## src/rtl/mmcarb_pkg.sv

```systemverilog
// Shared mmccon arbiter definitions: FSM encoding, mmccon CORE register indices, block width.
package mmcarb_pkg;

  localparam int BLK_W = 23;

  // mmccon CORE register indices for the three block-number bytes
  localparam logic [1:0] MMC_REG_BLK_LO  = 2'd1;
  localparam logic [1:0] MMC_REG_BLK_MID = 2'd2;
  localparam logic [1:0] MMC_REG_BLK_HI  = 2'd3;

  typedef logic [BLK_W-1:0] blk_t;

  typedef enum logic [2:0] {
    MMCARB_IDLE,
    MMCARB_CHECK,
    MMCARB_WR1,
    MMCARB_WR2,
    MMCARB_WR3,
    MMCARB_SETTLE,
    MMCARB_WAIT,
    MMCARB_OWN
  } state_t;

endpackage

```

## src/rtl/mmcarb_if.sv

```systemverilog
// Requester, mmccon CORE and sector RAM arbitration signals of mmcarb.
interface mmcarb_if;
  import mmcarb_pkg::*;

  logic       req0, we0, ack0;
  blk_t       blk0;
  logic       req1, we1, ack1;
  blk_t       blk1;
  logic [1:0] gnt;
  logic       err;
  blk_t       mmc_block;
  logic       mmc_ready;
  logic       core_we;
  logic [1:0] core_addr;
  logic [7:0] core_d;
  logic       ram_dirty;

  modport slave (
    input  req0, blk0, we0, req1, blk1, we1, mmc_block, mmc_ready,
    output ack0, ack1, gnt, err, core_we, core_addr, core_d, ram_dirty
  );

  modport master (
    output req0, blk0, we0, req1, blk1, we1, mmc_block, mmc_ready,
    input  ack0, ack1, gnt, err, core_we, core_addr, core_d, ram_dirty
  );

endinterface

```

## src/rtl/mmcarb_rr.sv

```systemverilog
// Two-input round-robin picker: a tie goes to the requester that did not own last.
// Latency: combinational, zero cycles.
// Backpressure: none; the loser simply keeps its request level high.
module mmcarb_rr (
  input  logic i_req0,
  input  logic i_req1,
  input  logic i_rr_last,
  output logic o_win,
  output logic o_vld
);

  assign o_vld = i_req0 | i_req1;
  assign o_win = (i_req0 && i_req1) ? ~i_rr_last : i_req1;

endmodule

```

## src/rtl/mmcarb.sv

```systemverilog
// Arbitrates mmccon and its sector RAM between two requesters; MMCARB_TIMEOUT_EN adds a WAIT watchdog.
// Latency: ACK two cycles after REQ on a hit; a miss adds three CORE writes, SETTLE and the mmccon load.
// Backpressure: REQ is a held level; the non-winner stays pending until the owner releases.
module mmcarb
  import mmcarb_pkg::*;
#(
  parameter logic [31:0] TIMEOUT = 32'd50000000
) (
  input  logic    i_clk,
  input  logic    i_rst_n,
  mmcarb_if.slave bus
);

  state_t     r_state, w_next;
  blk_t       r_tgt;
  logic       r_win, r_rr_last, r_dirty;
  logic       r_ack0, r_ack1, r_core_we;
  logic [1:0] r_gnt, r_core_addr;
  logic [7:0] r_core_d;
  logic       w_rr_win, w_rr_vld, w_req_win, w_we_win, w_blk_match, w_hit;
  logic       w_timeout, w_err;
  logic       w_core_we;
  logic [1:0] w_core_addr, w_gnt;
  logic [7:0] w_core_d;

  mmcarb_rr u_rr (
    .i_req0    (bus.req0),
    .i_req1    (bus.req1),
    .i_rr_last (r_rr_last),
    .o_win     (w_rr_win),
    .o_vld     (w_rr_vld)
  );

  assign w_req_win   = r_win ? bus.req1 : bus.req0;
  assign w_we_win    = r_win ? bus.we1  : bus.we0;
  assign w_blk_match = (bus.mmc_block == r_tgt);
  assign w_hit       = bus.mmc_ready && w_blk_match;

`ifdef MMCARB_TIMEOUT_EN
  logic [31:0] r_cnt;
  logic        r_err;

  assign w_timeout = (r_state == MMCARB_WAIT) && (r_cnt == TIMEOUT - 32'd1) && !w_hit;
  assign w_err     = r_err;

  always_ff @(posedge i_clk or negedge i_rst_n) begin
    if (!i_rst_n) begin
      r_cnt <= 32'd0;
      r_err <= 1'b0;
    end else begin
      r_cnt <= (r_state == MMCARB_WAIT) ? r_cnt + 32'd1 : 32'd0;
      if (r_state == MMCARB_IDLE && w_next == MMCARB_CHECK)
        r_err <= 1'b0;
      else if (w_timeout && w_next == MMCARB_OWN)
        r_err <= 1'b1;
    end
  end
`else
  // No watchdog: WAIT blocks until mmccon answers; TIMEOUT is only folded away here.
  assign w_timeout = 1'b0;
  assign w_err     = 1'b0 & (|TIMEOUT);
`endif

  always_ff @(posedge i_clk or negedge i_rst_n) begin
    if (!i_rst_n) r_state <= MMCARB_IDLE;
    else          r_state <= w_next;
  end

  // Any state before OWN abandons a requester that has dropped REQ.
  always_comb begin
    w_next = r_state;
    case (r_state)
      MMCARB_IDLE:   if (w_rr_vld) w_next = MMCARB_CHECK;
      MMCARB_CHECK:  w_next = !w_req_win ? MMCARB_IDLE : (w_hit ? MMCARB_OWN : MMCARB_WR1);
      MMCARB_WR1:    w_next = w_req_win ? MMCARB_WR2    : MMCARB_IDLE;
      MMCARB_WR2:    w_next = w_req_win ? MMCARB_WR3    : MMCARB_IDLE;
      MMCARB_WR3:    w_next = w_req_win ? MMCARB_SETTLE : MMCARB_IDLE;
      MMCARB_SETTLE: w_next = w_req_win ? MMCARB_WAIT   : MMCARB_IDLE;
      MMCARB_WAIT: begin
        if (!w_req_win)              w_next = MMCARB_IDLE;
        else if (w_hit || w_timeout) w_next = MMCARB_OWN;
      end
      MMCARB_OWN:    if (!w_req_win) w_next = MMCARB_IDLE;
      default:       w_next = MMCARB_IDLE;
    endcase
  end

  always_comb begin
    w_core_we   = 1'b0;
    w_core_addr = 2'd0;
    w_core_d    = 8'd0;
    w_gnt       = 2'b00;
    case (w_next)
      MMCARB_WR1: begin
        w_core_we   = 1'b1;
        w_core_addr = MMC_REG_BLK_LO;
        w_core_d    = {r_tgt[6:0], 1'b0};
      end
      MMCARB_WR2: begin
        w_core_we   = 1'b1;
        w_core_addr = MMC_REG_BLK_MID;
        w_core_d    = r_tgt[14:7];
      end
      MMCARB_WR3: begin
        w_core_we   = 1'b1;
        w_core_addr = MMC_REG_BLK_HI;
        w_core_d    = r_tgt[22:15];
      end
      MMCARB_OWN: w_gnt = r_win ? 2'b10 : 2'b01;
      default: ;
    endcase
  end

  always_ff @(posedge i_clk or negedge i_rst_n) begin
    if (!i_rst_n) begin
      r_core_we   <= 1'b0;
      r_core_addr <= 2'd0;
      r_core_d    <= 8'd0;
      r_gnt       <= 2'b00;
      r_ack0      <= 1'b0;
      r_ack1      <= 1'b0;
    end else begin
      r_core_we   <= w_core_we;
      r_core_addr <= w_core_addr;
      r_core_d    <= w_core_d;
      r_gnt       <= w_gnt;
      r_ack0      <= w_gnt[0];
      r_ack1      <= w_gnt[1];
    end
  end

  // mmccon only moves BLOCK after any write-back, so a match in WAIT means the old data is gone.
  always_ff @(posedge i_clk or negedge i_rst_n) begin
    if (!i_rst_n) begin
      r_tgt     <= '0;
      r_win     <= 1'b0;
      r_rr_last <= 1'b1;
      r_dirty   <= 1'b0;
    end else begin
      if (r_state == MMCARB_IDLE && w_rr_vld) begin
        r_tgt <= w_rr_win ? bus.blk1 : bus.blk0;
        r_win <= w_rr_win;
      end
      if (r_state == MMCARB_OWN) r_rr_last <= r_win;
      if (r_state == MMCARB_WAIT && w_blk_match)
        r_dirty <= 1'b0;
      else if (r_state == MMCARB_OWN && w_we_win)
        r_dirty <= 1'b1;
    end
  end

  assign bus.ack0      = r_ack0;
  assign bus.ack1      = r_ack1;
  assign bus.gnt       = r_gnt;
  assign bus.err       = w_err;
  assign bus.core_we   = r_core_we;
  assign bus.core_addr = r_core_addr;
  assign bus.core_d    = r_core_d;
  assign bus.ram_dirty = r_dirty;

endmodule
```

## src/flat_wrapper.sv

```systemverilog
// flat-port wrapper written by rule: the top's interface ports become plain ports
module mmcarb_flat import mmcarb_pkg::*;
#(
  parameter logic [31:0] TIMEOUT = 32'd50000000
)
  (i_clk, i_rst_n, bus_req0, bus_blk0, bus_we0, bus_req1, bus_blk1, bus_we1, bus_mmc_block, bus_mmc_ready, bus_ack0, bus_ack1, bus_gnt, bus_err, bus_core_we, bus_core_addr, bus_core_d, bus_ram_dirty);
  mmcarb_if bus_i ();
  input  logic i_clk;
  input  logic i_rst_n;
  input wire logic [$bits(bus_i.req0)-1:0] bus_req0;
  input wire logic [$bits(bus_i.blk0)-1:0] bus_blk0;
  input wire logic [$bits(bus_i.we0)-1:0] bus_we0;
  input wire logic [$bits(bus_i.req1)-1:0] bus_req1;
  input wire logic [$bits(bus_i.blk1)-1:0] bus_blk1;
  input wire logic [$bits(bus_i.we1)-1:0] bus_we1;
  input wire logic [$bits(bus_i.mmc_block)-1:0] bus_mmc_block;
  input wire logic [$bits(bus_i.mmc_ready)-1:0] bus_mmc_ready;
  output wire logic [$bits(bus_i.ack0)-1:0] bus_ack0;
  output wire logic [$bits(bus_i.ack1)-1:0] bus_ack1;
  output wire logic [$bits(bus_i.gnt)-1:0] bus_gnt;
  output wire logic [$bits(bus_i.err)-1:0] bus_err;
  output wire logic [$bits(bus_i.core_we)-1:0] bus_core_we;
  output wire logic [$bits(bus_i.core_addr)-1:0] bus_core_addr;
  output wire logic [$bits(bus_i.core_d)-1:0] bus_core_d;
  output wire logic [$bits(bus_i.ram_dirty)-1:0] bus_ram_dirty;
  assign bus_i.req0 = bus_req0;
  assign bus_i.blk0 = bus_blk0;
  assign bus_i.we0 = bus_we0;
  assign bus_i.req1 = bus_req1;
  assign bus_i.blk1 = bus_blk1;
  assign bus_i.we1 = bus_we1;
  assign bus_i.mmc_block = bus_mmc_block;
  assign bus_i.mmc_ready = bus_mmc_ready;
  assign bus_ack0 = bus_i.ack0;
  assign bus_ack1 = bus_i.ack1;
  assign bus_gnt = bus_i.gnt;
  assign bus_err = bus_i.err;
  assign bus_core_we = bus_i.core_we;
  assign bus_core_addr = bus_i.core_addr;
  assign bus_core_d = bus_i.core_d;
  assign bus_ram_dirty = bus_i.ram_dirty;
  mmcarb #(.TIMEOUT(TIMEOUT)) u_core (.i_clk(i_clk), .i_rst_n(i_rst_n), .bus(bus_i));
endmodule
```

## config.mk

```make
export PLATFORM = sky130hd
export DESIGN_NAME = mmcarb_flat
export DESIGN_NICKNAME = d
export VERILOG_FILES = /design/src/rtl/mmcarb_pkg.sv /design/src/rtl/mmcarb_if.sv /design/src/rtl/mmcarb_rr.sv /design/src/rtl/mmcarb.sv /design/src/flat_wrapper.sv
export SDC_FILE = /design/constraint.sdc
export NUM_CORES = 1
export LEC_CHECK = 0
export CAP_MARGIN = 20
export CORE_MARGIN = 3
export CORE_UTILIZATION = 40
export CTS_BUF_LIST = sky130_fd_sc_hd__clkbuf_8
export CTS_CLUSTER_DIAMETER = 80
export DETAILED_ROUTE_END_ITERATION = 6
export GPL_ROUTABILITY_DRIVEN = 0
export PLACE_DENSITY = 0.72
export SYNTH_ARGS = -nofsm -noshare
export SYNTH_HDL_FRONTEND = slang
export SYNTH_SLANG_ARGS = --single-unit
```

## constraint.sdc

```tcl
create_clock -name i_clk -period 1.8 [get_ports i_clk]
set_input_delay 0.18 -clock i_clk [delete_from_list [all_inputs] [get_ports i_clk]]
set_output_delay 0.18 -clock i_clk [all_outputs]
set_load 0.02 [all_outputs]
```

==> flow_summary.json <==
{
  "clkPwrFrac_pct": 13.0,
  "dieArea_um2": 6820,
  "syn_inst": 227,
  "ioPinCount": 93,
  "finalWorstSetupSlack_ns": 0.0807,
  "crit_chain": "xnor2_1 > nand4_1 > nor4_4 > a21oi_1 > nor4b_2",
  "portBuffers": 91,
  "setup_tns_ns": 0,
  "p_int_mw": 2.91,
  "worstPathArrival_ns": 1.92,
  "initial_core_util_pct": 42.1,
  "grt_setup_unrepaired": "false",
  "diodes": 0,
  "synth_fa_ha_area_share_pct": 0,
  "post-route-min-period_ns": 1.72,
  "hold_slack_ns": 0.388,
  "grt_antenna_before_repair": 0,
  "place_hpwl_um": 4650,
  "synth_compound_area_share_pct": 12.8,
  "max_stage_delay_ns": 0.41,
  "num_vias": 1966,
  "post_dp_cell_area_um2": 3430,
  "power_mw": 4.80,
  "cts_tree": "yes",
  "fin_nets": 402,
  "drt-initial-drc-count": 80,
  "area_growth_pct": 51.4,
  "p_sw_share_pct": 39.4,
  "crit_required_ns": 2.00,
  "drive_above_1_share_pct": 14.1,
  "grt_pass1_vias": 1972,
  "die_w_um": 82.6,
  "power_switching_mw": 1.89,
  "status": "complete, no violations",
  "min_path_type": "input port to async pin",
  "yosys_most_used_dff": "dfrtp_1",
  "core-area_um2": 5570,
  "path_clk_slew_ns": 0.08,
  "endpoint_kind": "flip-flop",
  "post-place-ws_ns": -0.148,
  "fin_worst_skew_ns": 0.00550,
  "clock_path_buffers": 2,
  "yosysWarnings": 0,
  "period_share_pct": 95.5,
  "grt_usage_pct": 18.4,
  "routed_wl_um": 5940,
  "fin_area_um2": 3550,
  "cts_sinks": 42,
  "fin_cells": 399,
  "path_class": "flip-flop to flip-flop",
  "wire_per_inst_um": 14.9,
  "syn-num-nets": 303,
  "grt_pass1_wl_um": 9300,
  "pwr-share-comb_pct": 51.3,
  "power_density_nw_per_um2": 1350,
  "synth-seq-cells": 42,
  "yosys.area_share.simple_pct": 11.2,
  "async_reset_ff_share_pct": 100,
  "drc": 0,
  "die_height_um": 82.6,
  "cts_made_buffers": 5,
  "vias_per_cell": 4.93,
  "grt.overflow.total": 0,
  "ant_nets": 0,
  "setup_viol": 0,
  "seq_area_frac_synth_pct": 44.9,
  "fin_util_pct": 63.7,
  "synth_top_family_by_area": "multiplexers",
  "synthXorXnorAreaFrac_pct": 8.96,
  "netlist_area_um2": 2340,
  "drtPass1Iterations": 4,
  "maxCapViolations": 0,
  "clockRootBuffer": "clkbuf_8",
  "path_max_fanout": 4,
  "p_leak_nw": 1.54,
  "htreeDepth": 2,
  "clkLatencyLatePin_ns": 0.29,
  "post-place-cells": 389,
  "ir_drop_v": 0.000741,
  "finalMaxSlewViolations": 0,
  "num_rows": 27,
  "syn_avg_cell_area_um2": 10.3,
  "grt_max_degree": 47,
  "muxShareOfSynthArea_pct": 15.2,
  "hold_violations": 0,
  "p_seq_share_pct": 35.7,
  "synth_edf_count": 0,
  "worstSetupStartpointType": "flip-flop",
  "cp_slowest_cell": "dfrtp_1",
  "fmax_ghz": 0.582,
  "synth_cell_types": 34
}
-- metal layers --
metal,vias to the layer above,part of all wire [%],wire (um),track usage (%)
li1,965,-,-,-
met5,-,0,0,0
met3,6,7.3,431,3.90
met4,0,1.1,67,5.88
met1,918,42,2490,22.2
met2,77,50,2960,32.7
-- power groups by stage --
stage	clock network [mW]	logic (mW)	registers, mW
finish	0.623	2.47	1.71
global route	0.671	2.72	1.76
CTS	0.632	2.48	1.72
detailed placement	0	2.47	1.74
global placement	0	2.42	1.72
floorplan	0	1.56	1.70
-- cells by family (layout without fill, tap and decap cells) --
| logic type | count (synthesis) | count (layout) |
|---|---|---|
| and+or+nand+nor | 53 | 53 |
| AOI/OAI and AO/OA | 43 | 43 |
| DFF | 42 | 42 |
| muxes | 35 | 35 |
| buffers and inverters | 29 | 129 |
| xor gates and xnor gates | 24 | 24 |
| other | 1 | 1 |
-- state kept, by name, indices dropped and copies added (netlist names) --
register and cells:
u_core.bus.core_we 1, u_core.bus.ack1 1, u_core.bus.ram_dirty 1, u_core.bus.core_addr 2
u_core.bus.gnt 1, u_core.r_rr_last 1, u_core.bus.core_d 8, u_core.r_tgt 23
u_core.r_win 1, u_core.r_state 3
-- repair_timing --
| action | CTS | global route |
|---|---|---|
| endpoints found under the hold margin | 41 | 0 |
| resized for setup | 0 | 1 |
| setup endpoints to repair | 0 | 10 |
| buffers inserted | 0 | 1 |
| hold buffers | 1 | 0 |
-- worst paths after layout --
check	from	endpoint	slack, ns	cells past startpoint
setup / recovery	u_core.r_tgt[10]$_DFFE_PN0P_	u_core.bus.gnt[0]$_DFF_PN0_	0.08	5
hold / removal	i_rst_n	u_core.r_tgt[5]$_DFFE_PN0P_	0.39	3
setup reg to reg	u_core.r_tgt[10]$_DFFE_PN0P_	u_core.bus.gnt[0]$_DFF_PN0_	0.08	5
hold reg to reg	u_core.r_tgt[12]$_DFFE_PN0P_	u_core.r_tgt[12]$_DFFE_PN0P_	0.54	2
max in group asynchronous	i_rst_n	u_core.r_rr_last$_DFFE_PN1N_	1.15	3
min in group i_clk	bus_blk0[9]	u_core.r_tgt[9]$_DFFE_PN0P_	0.50	3
-- synthesized netlist by cell type, drive strengths merged (3+ instances only) --
library cell  count  area (um^2)
nand2            31          121
nor2              9         41.3
inv              11         41.3
nor3              3         15.0
nand4             6         37.5
dfrtp            41         1030
xnor2            23          201
mux2i            33          330
o21ai            25          125
buf              14          105
clkbuf            4         15.0
o22ai             8         93.8
-- critical path, delay by kind of cell (launching register included) --
family | cells | cell delay (ns)
AOI/OAI and AO/OA | 1 | 0.17
xor gates and xnor gates | 1 | 0.21
DFF | 1 | 0.41
and+or+nand+nor | 3 | 0.83
-- placed cells by master (no fill, tap or decap), types with 2 or more instances in the layout --
cell and count:
inv_1 11, xnor2_1 22, clkdlybuf4s50_1 90, o21ai_1 24
nand2_2 2, nor3_1 3, dfrtp_1 41, nor2_1 8
a21oi_1 2, buf_12 5, buf_4 13, nand2_1 29
nand3_1 2, nand4_1 6, mux2i_1 33, o22ai_2 7
a22o_1 2, clkbuf_8 6
-- area by class of cell --
| type | instances | area (um^2) |
|---|---|---|
| clock buffers | 6 | 82.6 |
| clock inverters | 2 | 8.76 |
| fillers | 472 | 2020 |
| inverters | 11 | 41.3 |
| multi-input cells | 156 | 1160 |
| flip-flops and latches | 42 | 1050 |
| well taps | 72 | 90.1 |
| repair buffers | 110 | 1110 |
Note: power is estimated with default switching activity, not from simulation.
